===== src/rtl/pc_ctrl_pkg.sv =====
// Shared widths and FSM state encoding for the program-counter controller.
package pc_ctrl_pkg;
    localparam int PC_W  = 10;
    localparam int OFF_W = 8;
    localparam int CNT_W = 16;

    typedef enum logic [1:0] {
        IDLE = 2'd0,
        RUN  = 2'd1,
        DONE = 2'd2
    } state_e;
endpackage


===== src/rtl/pc_ctrl_next_calc.sv =====
// Combinational next-PC selection: halt hold, absolute jump, taken relative branch, sequential.
module pc_next_calc #(
    parameter int PC_W  = pc_ctrl_pkg::PC_W,
    parameter int OFF_W = pc_ctrl_pkg::OFF_W
) (
    input  logic [PC_W-1:0]  pc_i,
    input  logic [OFF_W-1:0] target_i,
    input  logic             halt_i,
    input  logic             jump_abs_i,
    input  logic             branch_rel_i,
    input  logic             taken_i,
    output logic [PC_W-1:0]  pc_next_o
);
    logic [PC_W-1:0] tgt_zext;
    logic [PC_W-1:0] tgt_sext;

    assign tgt_zext = {{(PC_W-OFF_W){1'b0}}, target_i};
    assign tgt_sext = {{(PC_W-OFF_W){target_i[OFF_W-1]}}, target_i};

    // Additions wrap naturally at PC_W bits, giving modulo-2^PC_W addressing.
    always_comb begin
        pc_next_o = pc_i + PC_W'(1);
        if (halt_i)
            pc_next_o = pc_i;
        else if (jump_abs_i)
            pc_next_o = tgt_zext;
        else if (branch_rel_i && taken_i)
            pc_next_o = pc_i + tgt_sext;
    end
endmodule


===== src/rtl/pc_ctrl.sv =====
// Program-counter controller: IDLE/RUN/DONE sequencing, PC register and saturating run-cycle counter.
module pc_ctrl
    import pc_ctrl_pkg::*;
#(
    parameter int PC_W  = pc_ctrl_pkg::PC_W,
    parameter int OFF_W = pc_ctrl_pkg::OFF_W,
    parameter int CNT_W = pc_ctrl_pkg::CNT_W
) (
    input  logic             clk_i,
    input  logic             rst_i,
    input  logic             start_i,
    input  logic             halt_i,
    input  logic             jump_abs_i,
    input  logic             branch_rel_i,
    input  logic             taken_i,
    input  logic [OFF_W-1:0] target_i,
    output logic [PC_W-1:0]  pc_o,
    output logic             fetch_o,
    output logic             done_o,
    output logic [CNT_W-1:0] cycle_count_o
);
    state_e           state_q;
    logic [PC_W-1:0]  pc_q, pc_d;
    logic [CNT_W-1:0] cnt_q, cnt_d;
    logic             fetch_q, done_q;

    pc_next_calc #(.PC_W(PC_W), .OFF_W(OFF_W)) u_next (
        .pc_i         (pc_q),
        .target_i     (target_i),
        .halt_i       (halt_i),
        .jump_abs_i   (jump_abs_i),
        .branch_rel_i (branch_rel_i),
        .taken_i      (taken_i),
        .pc_next_o    (pc_d)
    );

    assign cnt_d = (cnt_q == {CNT_W{1'b1}}) ? cnt_q : cnt_q + CNT_W'(1);

    always_ff @(posedge clk_i or posedge rst_i) begin
        if (rst_i) begin
            state_q <= IDLE;
            pc_q    <= '0;
            cnt_q   <= '0;
            fetch_q <= 1'b0;
            done_q  <= 1'b0;
        end else begin
            case (state_q)
                IDLE, DONE: begin
                    if (start_i) begin
                        state_q <= RUN;
                        pc_q    <= '0;
                        cnt_q   <= '0;
                        fetch_q <= 1'b1;
                        done_q  <= 1'b0;
                    end
                end
                RUN: begin
                    // The halt edge itself still counts as a run cycle.
                    pc_q  <= pc_d;
                    cnt_q <= cnt_d;
                    if (halt_i) begin
                        state_q <= DONE;
                        fetch_q <= 1'b0;
                        done_q  <= 1'b1;
                    end
                end
                default: begin
                    state_q <= IDLE;
                    fetch_q <= 1'b0;
                    done_q  <= 1'b0;
                end
            endcase
        end
    end

    assign pc_o          = pc_q;
    assign fetch_o       = fetch_q;
    assign done_o        = done_q;
    assign cycle_count_o = cnt_q;
endmodule


===== config.mk =====
export PLATFORM = sky130hd
export DESIGN_NAME = pc_ctrl
export DESIGN_NICKNAME = d
export VERILOG_FILES = /design/src/rtl/pc_ctrl_pkg.sv /design/src/rtl/pc_ctrl_next_calc.sv /design/src/rtl/pc_ctrl.sv
export SDC_FILE = /design/constraint.sdc
export NUM_CORES = 1
export LEC_CHECK = 0
export BUFFER_PORTS_ARGS = -buffer_cell sky130_fd_sc_hd__buf_2
export CAP_MARGIN = 20
export CORE_UTILIZATION = 30
export DETAILED_ROUTE_END_ITERATION = 12
export GPL_TIMING_DRIVEN = 0
export PLACE_DENSITY = 0.47
export SYNTH_ARGS = -nofsm -noshare
export SYNTH_HDL_FRONTEND = slang
export SYNTH_SLANG_ARGS = --single-unit

===== constraint.sdc =====
create_clock -name clk_i -period 2.2 [get_ports clk_i]
set_clock_uncertainty 0.15 [all_clocks]
set_input_delay 0.33 -clock clk_i [delete_from_list [all_inputs] [get_ports clk_i]]
set_output_delay 0.33 -clock clk_i [all_outputs]
set_load 0.01 [all_outputs]

Word level (Yosys, flattened, before mapping)
Index checks and enable logic that the tools add are counted.
Word-level totals
  bits in registers: 30
  input port bits: 15
Cells by class
  $add $sub $neg: 3
  equality and inequality tests: 7
  multiplexer cells: 17
  reduce and logical (&&, ||, !) cells: 7
Operator list (number)
  $mux W10: 4
  $mux W16: 2
  $pmux W16 S2: 1
  $pmux W10 S2: 1
  $add A16 B1 Y16 const B: 1
  $eq A16 B16 Y1 const B: 1
  $add A10 B1 Y10 const B: 1
  $add A10 B10 Y10: 1
  $ne A2 B2 Y1 const B: 4
  $reduce_and A3 Y1: 2
  $mux W1: 4
  $mux W2: 2
  $pmux W1 S2: 2
  $pmux W2 S2: 1
  $eq A2 B1 Y1 const B: 1
  $eq A2 B2 Y1 const B: 1
  $logic_not A2 Y1: 1
  $reduce_and A2 Y1: 1
  $reduce_bool A2 Y1: 1
  $reduce_or A2 Y1: 1
  $logic_and A1 B1 Y1: 1

Logic depth before layout (Yosys ltp)
Gate-level depths: netlist of the first run.
  depth in word-level cells: 5
  mapped depth: 9
  mapped depth without buffers: 9

Cells and area by module
A second synthesis of the first run with hierarchy kept.
Second synthesis, totals
  cells, all modules: 236
  area, all modules: 2170.8 um^2
Modules (own cells, without submodules)
  pc_ctrl: instances 1, cells an instance 135, area an instance 1468.9 um^2
  pc_next_calc: instances 1, cells an instance 101, area an instance 701.9 um^2

Worst setup path before layout of the first run
No wires, ideal clock.
  path kind: input to register
  from: in target_i[0]
  to: reg pc_q[6], in the netlist pc_o[6]
  setup time: 0.138 ns
  data arrival time: 1.965 ns
  path slack: -0.053 ns
  stages on the path: 9
  cell sequence: nand3b_1 ha_1 fa_1 a21o_1 a21oi_1 o21bai_1 a21oi_1 xor2_1 o221ai_1
On the way
  cells in the longest elaborated chain, start to end: 5
RTL lines
  start: declaration: RTL line pc_ctrl.sv:16  | input logic [OFF_W-1:0] target_i,
  $add A10 B10 Y10: RTL line pc_ctrl_next_calc.sv:28  | pc_next_o = pc_i + tgt_sext;
  $mux W10: RTL line pc_ctrl_next_calc.sv:27  | else if (branch_rel_i && taken_i)
  $mux W10: RTL line pc_ctrl_next_calc.sv:25  | else if (jump_abs_i)
  $mux W10: RTL line pc_ctrl_next_calc.sv:23  | if (halt_i)
  $pmux W10 S2: RTL line pc_ctrl.sv:47  | case (state_q)
  end signal: assignment: RTL line pc_ctrl.sv:59  | pc_q <= pc_d;
  end: declaration: RTL line pc_ctrl.sv:23  | logic [PC_W-1:0] pc_q, pc_d;
No other way between the ends. The select of a mux whose other input is x is not followed.
A chain may end at the register's enable or synchronous reset.

Worst setup path in the final report of the first run
  from: reg pc_q[0], in the netlist pc_o[0]
  to: reg pc_q[6], in the netlist pc_o[6]
On the way
  cells in the longest elaborated chain, start to end: 5
  elaborated cells between the ends (all ways): 6
RTL lines (RTL line)
  $add A10 B1 Y10 / $add A10 B10 Y10 (equally long branches): pc_ctrl_next_calc.sv:22, pc_ctrl_next_calc.sv:28
  $mux W10 *: pc_ctrl_next_calc.sv:27
  $mux W10 *: pc_ctrl_next_calc.sv:25
  $mux W10 *: pc_ctrl_next_calc.sv:23
  $pmux W10 S2 *: pc_ctrl.sv:47
Every way passes the cells marked *; elsewhere a longest branch is shown, timed or not. The select of a mux whose other input is x is not followed.

==> results of run 1 <==
-- flip-flops by register name, indices dropped and copies added (netlist names) --
| signal | count |
|---|---|
| done_o | 1 |
| cycle_count_o | 16 |
| pc_o | 10 |
| fetch_o | 1 |
| state_q | 1 |
-- synthesized netlist by cell type (3+ instances only) --
cell type,instances
clkbuf_1,3
ha_1,10
nor2_1,27
o21ai_0,14
and3_1,9
dfrtp_1,29
nand3_1,14
a21oi_1,10
xor2_1,17
xnor2_1,3
nand4_1,8
inv_1,5
nand2_1,13
o21bai_1,3
mux2i_1,4
-- cells by family (layout without fill, tap and decap cells) --
family | Yosys count | after routing | synth area share
buffers and inverters | 10 | 68 | 0.0219
adders and majority gates | 11 | 11 | 0.0792
xor gates and xnor gates | 20 | 20 | 0.0956
muxes | 4 | 4 | 0.0219
and+or+nand+nor | 87 | 87 | 0.246
AOI/OAI and AO/OA | 40 | 40 | 0.139
DFF | 29 | 29 | 0.396
-- routing by layer --
metal | routed length [um] | track usage | up-vias | share of wire
li1 | - | - | 833 | -
met1 | 2180 | 0.198 | 780 | 0.47
met2 | 2230 | 0.267 | 39 | 0.48
met3 | 191 | 0.0341 | 5 | 0.041
met4 | 61 | 0.0589 | 0 | 0.013
met5 | 0 | 0 | - | 0
-- per-stage QoR --
step	hold WS (ns)	std cells	TNS, ns	util	power (W)
final	0.146	334	0	0.399	0.00171
after detailed placement	0.221	319	-1.04	0.366	0.00123
after global placement	0.317	318	-0.981	0.361	0.00122
after global routing	0.145	334	-0.0602	0.399	0.00185
after CTS	0.143	330	0	0.388	0.00171
after floorplan	0.258	201	0	-	0.00104
-- layout make-up --
cell class / count / area share
plain buffers: 5 / 0.00901
inverters: 5 / 0.00795
clock buffers: 6 / 0.0308
clock inverters: 2 / 0.00424
multi-input cells: 162 / 0.476
repair buffers: 50 / 0.124
well taps: 75 / 0.0398
flip-flops and latches: 29 / 0.308
-- power groups by stage --
stage          sequential (W)  clock, W  combinational, W
6_report             0.000697  0.000436          0.000576
4_1_cts              0.000695  0.000459          0.000554
3_5_place_dp         0.000702         0          0.000531
5_1_grt              0.000711  0.000495          0.000644
2_1_floorplan        0.000719         0          0.000316
3_3_place_gp         0.000703         0          0.000520
-- worst register-to-register path, cell delays in order (launching register included) --
cell	delay (ns)
dfrtp_1	0.41
ha_4	0.18
fa_2	0.35
a21o_1	0.17
a21oi_2	0.17
o21bai_1	0.10
a21oi_1	0.19
xor2_1	0.16
o221ai_1	0.11
-- worst paths after layout --
check / from / endpoint / cells past startpoint
worst max-delay path: pc_o[0]$_DFFE_PP0P_ / pc_o[6]$_DFFE_PP0P_ / 8
worst max register to register: pc_o[0]$_DFFE_PP0P_ / pc_o[6]$_DFFE_PP0P_ / 8
max in group asynchronous: rst_i / pc_o[1]$_DFFE_PP0P_ / 4
worst min register to register: pc_o[9]$_DFFE_PP0P_ / pc_o[9]$_DFFE_PP0P_ / 1
min in group asynchronous: rst_i / cycle_count_o[9]$_DFFE_PP0P_ / 3
worst min-delay path: halt_i / done_o$_DFFE_PP0P_ / 2
-- what timing repair did --
action,CTS,global route
pin swaps,3,12
resized for setup,3,7
hold buffers,1,0
endpoints found under the hold margin,9,0
endpoints found under the setup margin,2,6
buffers inserted,2,4
==> results.cfg, run 1 <==
[status]
status = complete, no violations

[floorplanning]
fp.dieH_um = 80.1
die_w_um = 80.1
num_io_pins = 43
core-area_sq_mm = 0.00592
die_area_sq_mm = 0.00642
start_util = 0.309
num_rows = 28

[finish]
final_cell_mix = 44 x buf_2, 28 x dfrtp_1, 27 x nor2_1
antenna_cells = 0
drive_gt1_frac = 0.286
multi_input_area_sq_mm = 0.00112
fillCellCount = 620
syn_to_final_growth_pct = 28.8
final_common_cell = buf_2
design_area_sq_mm = 0.00236
ff_latch_area_sq_um = 727
fin_nets = 284

[worst_setup_path]
cp-end-kind = flop
path_class = flop to flop
cp_max_fo = 3
critPathBufInv = 0
critPathMaxStageDelay_ns = 0.41
path_cells = ha_4 -> fa_2 -> a21o_1 -> a21oi_2 -> o21bai_1 -> a21oi_1 -> xor2_1 -> o221ai_1
cp-start-kind = flop
worstPathRequired_ns = 2.20
arrival_ns = 2.13
critical_path.top_delay_family = compound AO/OA/AOI/OAI gates
critical_path.slowest_cell = dfrtp_1
reg2reg_slack_ns = 0.06

[synthesis]
synth_top_area_share = 0.396
synth_flop_cell = dfrtp_1
synth_seq_cells = 29
ys_types = 40
synth_nets = 227
synthArstFlopShare = 1.00
synth_edf_count = 0
ys_warn_count = 0
ys_top_cells_by_area = dfrtp_1 40%, xor2_1 8.1%, ha_1 6.8%
synth_top_area_cell = dfrtp_1
synth_area_sq_mm = 0.00183
synth_seq_area_share = 0.396
synth.avg_cell_area_sq_um = 9.11
syn_inst = 201

[pwr]
p_int_w = 0.00109
pwr-share-clk = 0.255
p_per_area_mw_per_mm2 = 724
p_sw_w = 0.000623
seqPwrFrac = 0.408
peakVddDrop_uv = 263
leakage_nw = 1.16
switching_share = 0.365
combPwrFrac = 0.337

[timing]
relSlewSlack = 0.568
rsz0062_at_grt = yes
max_freq_mhz = 468
worst_slew_pin_slew_ns = 0.648
finalCritPeriodShare = 0.970
hold_violations = 0
setup_viol = 0
layout_setup_ws_ns = 0.0650
period_needed_ns = 2.14
slew_viol_final = 0

[cts]
cts_buffers = 5
cts_tree = yes
cts.sink_count = 29
clock_latency_ns = 0.28
clk_pin_slew_worst_paths_ns = 0.07
cts_root_buffer = clkbuf_8
clockBufferDepth = 2
ctsHtreeMaxLevel = 2

[drt]
via_per_inst = 4.96
drtPass1Iterations = 4
wl_per_cell_um = 14.0
route.vias.total = 1657
dr.first_iter.drc_count = 59
ant_nets = 0
drc_errors = 0
wirelength_um = 4660

[global_route]
grt_usage = 0.159
grt_pass1_vias = 1593
grt_first_pass_wirelength_um = 7710
grt_max_degree = 21
antenna_found_initial = 0
grt-ovfl-total = 0

[placed_design]
portBuffers = 42
hpwlAfterDp_um = 3410
pre_cts_slack_ns = -0.275
place_congestion = 0.790
placed_area_sq_mm = 0.00217

[min_path]
holdCritPathClass = input port to flop

[job]
maxCapViolations = 0
Power figures use the tool's default switching activity.
==> run 2: changes to the inputs <==
Settings changed: GPL_TIMING_DRIVEN 0 to not set, REMOVE_ABC_BUFFERS set to 1.
==> run 2 against run 1 <==
  * Clock power rose by 14%
  * Fmax rose by 3.0%
  * Critical path depth did not move
  * Largest cell class unchanged
  * Highest routed layer unchanged
==> results.cfg, run 2 (same netlist as run 1, synthesis figures left out) <==
[placed_design]
pre_cts_slack_ns = -0.240
portBuffers = 42
placed_area_sq_mm = 0.00232
hpwlAfterDp_um = 3430
place_congestion = 0.740

[cts]
ctsHtreeMaxLevel = 2
cts_buffers = 5
cts_setup_buffers = 0
clockBufferDepth = 2
clk_pin_slew_worst_paths_ns = 0.07
cts_tree = yes
cts_root_buffer = clkbuf_8
clock_latency_ns = 0.28
cts.sink_count = 29

[timing]
finalCritPeriodShare = 0.942
relSlewSlack = 0.704
setup_viol = 0
max_freq_mhz = 483
period_needed_ns = 2.07
worst_slew_pin_slew_ns = 0.443
slew_viol_final = 0
hold_violations = 0
rsz0062_at_grt = yes
layout_setup_ws_ns = 0.128
tns_ns = 0

[drt]
wirelength_um = 4630
drtPass1Iterations = 4
drc_errors = 0
wl_per_cell_um = 13.3
via_per_inst = 4.81
ant_nets = 0
route.vias.total = 1678
dr.first_iter.drc_count = 20

[global_route]
antenna_found_initial = 0
grt_max_degree = 30
grt_first_pass_wirelength_um = 7990
grt_pass1_vias = 1693
grt_usage = 0.162
grt-ovfl-total = 0

[pwr]
combPwrFrac = 0.349
p_int_w = 0.00120
pwr-share-clk = 0.273
seqPwrFrac = 0.377
peakVddDrop_uv = 269
leakage_nw = 1.26
p_per_area_mw_per_mm2 = 736
switching_share = 0.344
p_sw_w = 0.000627

[worst_setup_path]
critical_path.slowest_cell = dfrtp_1
critPathMaxStageDelay_ns = 0.42
worstPathRequired_ns = 2.19
critPathBufInv = 0
cp_max_fo = 3
cp-end-kind = flop
critical_path.top_delay_family = compound AO/OA/AOI/OAI gates
cp-start-kind = flop
path_cells = ha_4 -> fa_2 -> a21o_1 -> a21oi_2 -> o21bai_1 -> a21oi_1 -> xor2_1 -> o221ai_1
arrival_ns = 2.07
path_class = flop to flop

[finish]
largest_reg_flops = 16
final_common_cell = buf_2
fillCellCount = 616
design_area_sq_mm = 0.00248
syn_to_final_growth_pct = 35.3
fin_nets = 299
antenna_cells = 0
drive_gt1_frac = 0.339
final_cell_mix = 42 x buf_2, 28 x dfrtp_1, 27 x buf_4

[floorplanning]
die_area_sq_mm = 0.00642
num_io_pins = 43
die_w_um = 80.1
num_rows = 28
fp.dieH_um = 80.1
start_util = 0.309
core-area_sq_mm = 0.00592

[min_path]
holdCritPathClass = input port to flop

[job]
maxCapViolations = 0

[status]
status = complete, no violations
==> run 2: changes by cell type in the layout (fill, tap and decap cells not counted), sizes merged <==
cell / delta
buf: +18
clkbuf: -2
clkinv: -1
==> run 2: layout make-up <==
class | count | area, sq um | share of cell area
clock inverters | 1 | 5.00 | 0.00202
repair buffers | 70 | 423 | 0.171
inverters | 5 | 18.8 | 0.00757
clock buffers | 7 | 96.3 | 0.0389
multi-input cells | 162 | 1110 | 0.450
well taps | 75 | 93.8 | 0.0379
flip-flops and latches | 29 | 727 | 0.293
==> run 2: repair_timing <==
action,in CTS,in global routing
gates resized for setup,1,12
pin swaps,0,4
hold buffers,1,0
hold endpoints to repair,29,0
endpoints found under the setup margin,3,6
==> run 2: final timing paths <==
kind                                                       to                start  slack, ns  cells past startpoint
worst max-delay path                      pc_o[6]$_DFFE_PP0P_  pc_o[0]$_DFFE_PP0P_       0.13                      8
worst max register to register            pc_o[6]$_DFFE_PP0P_  pc_o[0]$_DFFE_PP0P_       0.13                      8
min in group asynchronous       cycle_count_o[12]$_DFFE_PP0P_                rst_i       0.52                      4
worst min-delay path                       done_o$_DFFE_PP0P_               halt_i       0.16                      2
worst min register to register            pc_o[9]$_DFFE_PP0P_  pc_o[9]$_DFFE_PP0P_       0.33                      1
max in group asynchronous                 pc_o[1]$_DFFE_PP0P_                rst_i       1.06                      4
==> run 2: worst register-to-register path: stages, from the launching register on <==
cell and delay [ns]:
dfrtp_1 0.42, ha_4 0.18, fa_2 0.33, a21o_1 0.19
a21oi_2 0.14, o21bai_1 0.08, a21oi_1 0.17, xor2_1 0.16
o221ai_1 0.12
==> run 2: metal layers <==
layer  track usage  vias to the layer above  routed length (um)
li1              -                      867                   -
met1         0.208                      773                2270
met2         0.275                       33                2160
met3        0.0318                        5                 155
met4        0.0429                        0                  43
met5             0                        -                   0
==> run 2: through the flow <==
step	power (W)	cells	hold WS [ns]	util
3_5_place_dp	0.00131	340	0.294	0.391
2_1_floorplan	0.00102	196	0.258	-
6_report	0.00183	349	0.156	0.419
3_3_place_gp	0.00131	340	0.285	0.391
5_1_grt	0.00198	349	0.160	0.419
4_1_cts	0.00183	349	0.148	0.411
==> run 2: power by group through the flow <==
stage	logic, W	clock network, W	registers, W
after floorplan	0.000303	0	0.000719
after global placement	0.000614	0	0.000694
after detailed placement	0.000619	0	0.000691
after CTS	0.000626	0.000525	0.000682
after global routing	0.000723	0.000553	0.000701
final	0.000638	0.000499	0.000688
==> run 3: changes to the inputs <==
Settings changed: SETUP_SLACK_MARGIN set to 0.4.
==> run 3 against run 2 <==
  * Final cell count grew 5.4%
  * Critical path depth is the same
  * Core utilization grew 4.6 points
  * Largest cell class unchanged
  * Largest power group is now combinational logic
  * Highest routed layer unchanged
==> results.cfg, run 3 (same netlist as run 1, synthesis figures left out) <==
[finish]
syn_to_final_growth_pct = 50.1
layout.cells.non_filler = 368
multi_input_area_sq_mm = 0.00122
largest_reg_flops = 16
ff_latch_area_sq_um = 727
final_cell_mix = 42 x buf_2, 41 x buf_4, 28 x dfrtp_1
final_common_cell = buf_2
fillCellCount = 601
drive_gt1_frac = 0.447
fin_nets = 318
antenna_cells = 0

[cts]
cts_buffers = 5
clk_pin_slew_worst_paths_ns = 0.07
cts_root_buffer = clkbuf_8
cts_tree = yes
cts.sink_count = 29
clock_latency_ns = 0.28
clockBufferDepth = 2
ctsHtreeMaxLevel = 2

[worst_setup_path]
cp_max_fo = 3
path_class = flop to flop
arrival_ns = 2.04
path_cells = ha_2 -> fa_2 -> a21o_1 -> a21oi_2 -> o21bai_1 -> a21oi_1 -> xor2_1 -> o221ai_1
worstPathRequired_ns = 2.19
critPathMaxStageDelay_ns = 0.39
cp-end-kind = flop
cp-start-kind = flop
critical_path.slowest_cell = dfrtp_1

[timing]
layout_setup_ws_ns = 0.151
relSlewSlack = 0.707
rsz0062_at_grt = yes
slew_viol_final = 0
max_freq_mhz = 488
fin_hold_ws_ns = 0.155
hold_violations = 0
tns_ns = 0
finalCritPeriodShare = 0.931
worst_slew_pin_slew_ns = 0.439
period_needed_ns = 2.05
setup_viol = 0

[floorplanning]
core-area_sq_mm = 0.00592
fp.dieH_um = 80.1
num_io_pins = 43
start_util = 0.309
die_w_um = 80.1
die_area_sq_mm = 0.00642
num_rows = 28

[min_path]
holdCritPathClass = input port to flop

[global_route]
grt_pass1_vias = 1773
grt_first_pass_wirelength_um = 8280
antenna_found_initial = 0
grt_usage = 0.167
grt_max_degree = 30
grt-ovfl-total = 0

[job]
maxCapViolations = 0

[placed_design]
pre_cts_slack_ns = -0.240
portBuffers = 42
dpl.cell_count = 340
place_congestion = 0.740
hpwlAfterDp_um = 3430

[pwr]
peakVddDrop_uv = 278
p_per_area_mw_per_mm2 = 711
leakage_nw = 1.37

[status]
status = complete, no violations

[drt]
via_per_inst = 4.85
route.vias.total = 1784
drtPass1Iterations = 4
ant_nets = 0
wirelength_um = 5040
drc_errors = 0
wl_per_cell_um = 13.7
dr.first_iter.drc_count = 27
==> run 3: through the flow <==
stage          instance area, sq um  power (W)  utilization
4_1_cts                        2580    0.00190        0.436
3_3_place_gp                   2320    0.00131        0.391
5_1_grt                        2750    0.00211        0.464
2_1_floorplan                  1810    0.00102            -
6_report                       2750    0.00196        0.464
3_5_place_dp                   2320    0.00131        0.391
==> run 3: cell type report <==
type,instances,area share
Clock inverter,1,0.00182
Timing Repair Buffer,89,0.213
Sequential cell,29,0.264
Clock buffer,7,0.0350
Multi-Input combinational cell,162,0.445
Tap cell,75,0.0341
Inverter,5,0.00683
==> run 3: per-layer routing <==
metal | up-vias | track usage | wire, um
li1 | 903 | - | -
met1 | 842 | 0.213 | 2350
met5 | - | 0 | 0
met4 | 0 | 0.0446 | 43
met2 | 34 | 0.286 | 2490
met3 | 5 | 0.0318 | 156
==> run 3: power breakdown <==
group	internal [W]	switching (W)	total, W	leakage (nW)
sequential	0.000608	0.0000724	0.000681	0.390
combinational	0.000387	0.000388	0.000775	0.923
clock	0.000283	0.000217	0.000500	0.0542
total	0.00128	0.000678	0.00196	1.37
==> run 3: worst max-delay path: cells and delay by family (launching register included) <==
family                     cells  cell delay [ns]
AOI/OAI and AO/OA              5             0.68
adders and majority gates      2             0.54
DFF                            1             0.39
xor gates and xnor gates       1             0.15
==> run 3: worst paths after layout <==
check / start / endpoint / slack [ns] / depth (start not counted)
min in group asynchronous: rst_i / cycle_count_o[12]$_DFFE_PP0P_ / 0.52 / 4
hold reg to reg: pc_o[9]$_DFFE_PP0P_ / pc_o[9]$_DFFE_PP0P_ / 0.33 / 1
setup reg to reg: pc_o[0]$_DFFE_PP0P_ / pc_o[6]$_DFFE_PP0P_ / 0.15 / 8
hold / removal: halt_i / done_o$_DFFE_PP0P_ / 0.15 / 2
max in group asynchronous: rst_i / cycle_count_o[11]$_DFFE_PP0P_ / 1.08 / 4
setup / recovery: pc_o[0]$_DFFE_PP0P_ / pc_o[6]$_DFFE_PP0P_ / 0.15 / 8
==> run 3: repair_timing <==
item                                    4_1_cts  5_1_grt
hold buffers                                  1        0
endpoints found under the hold margin        29        0
gates cloned                                  0        1
endpoints found under the setup margin       22       23
pin swaps                                    22       37
resized for setup                            21       26
buffers inserted                              9        9
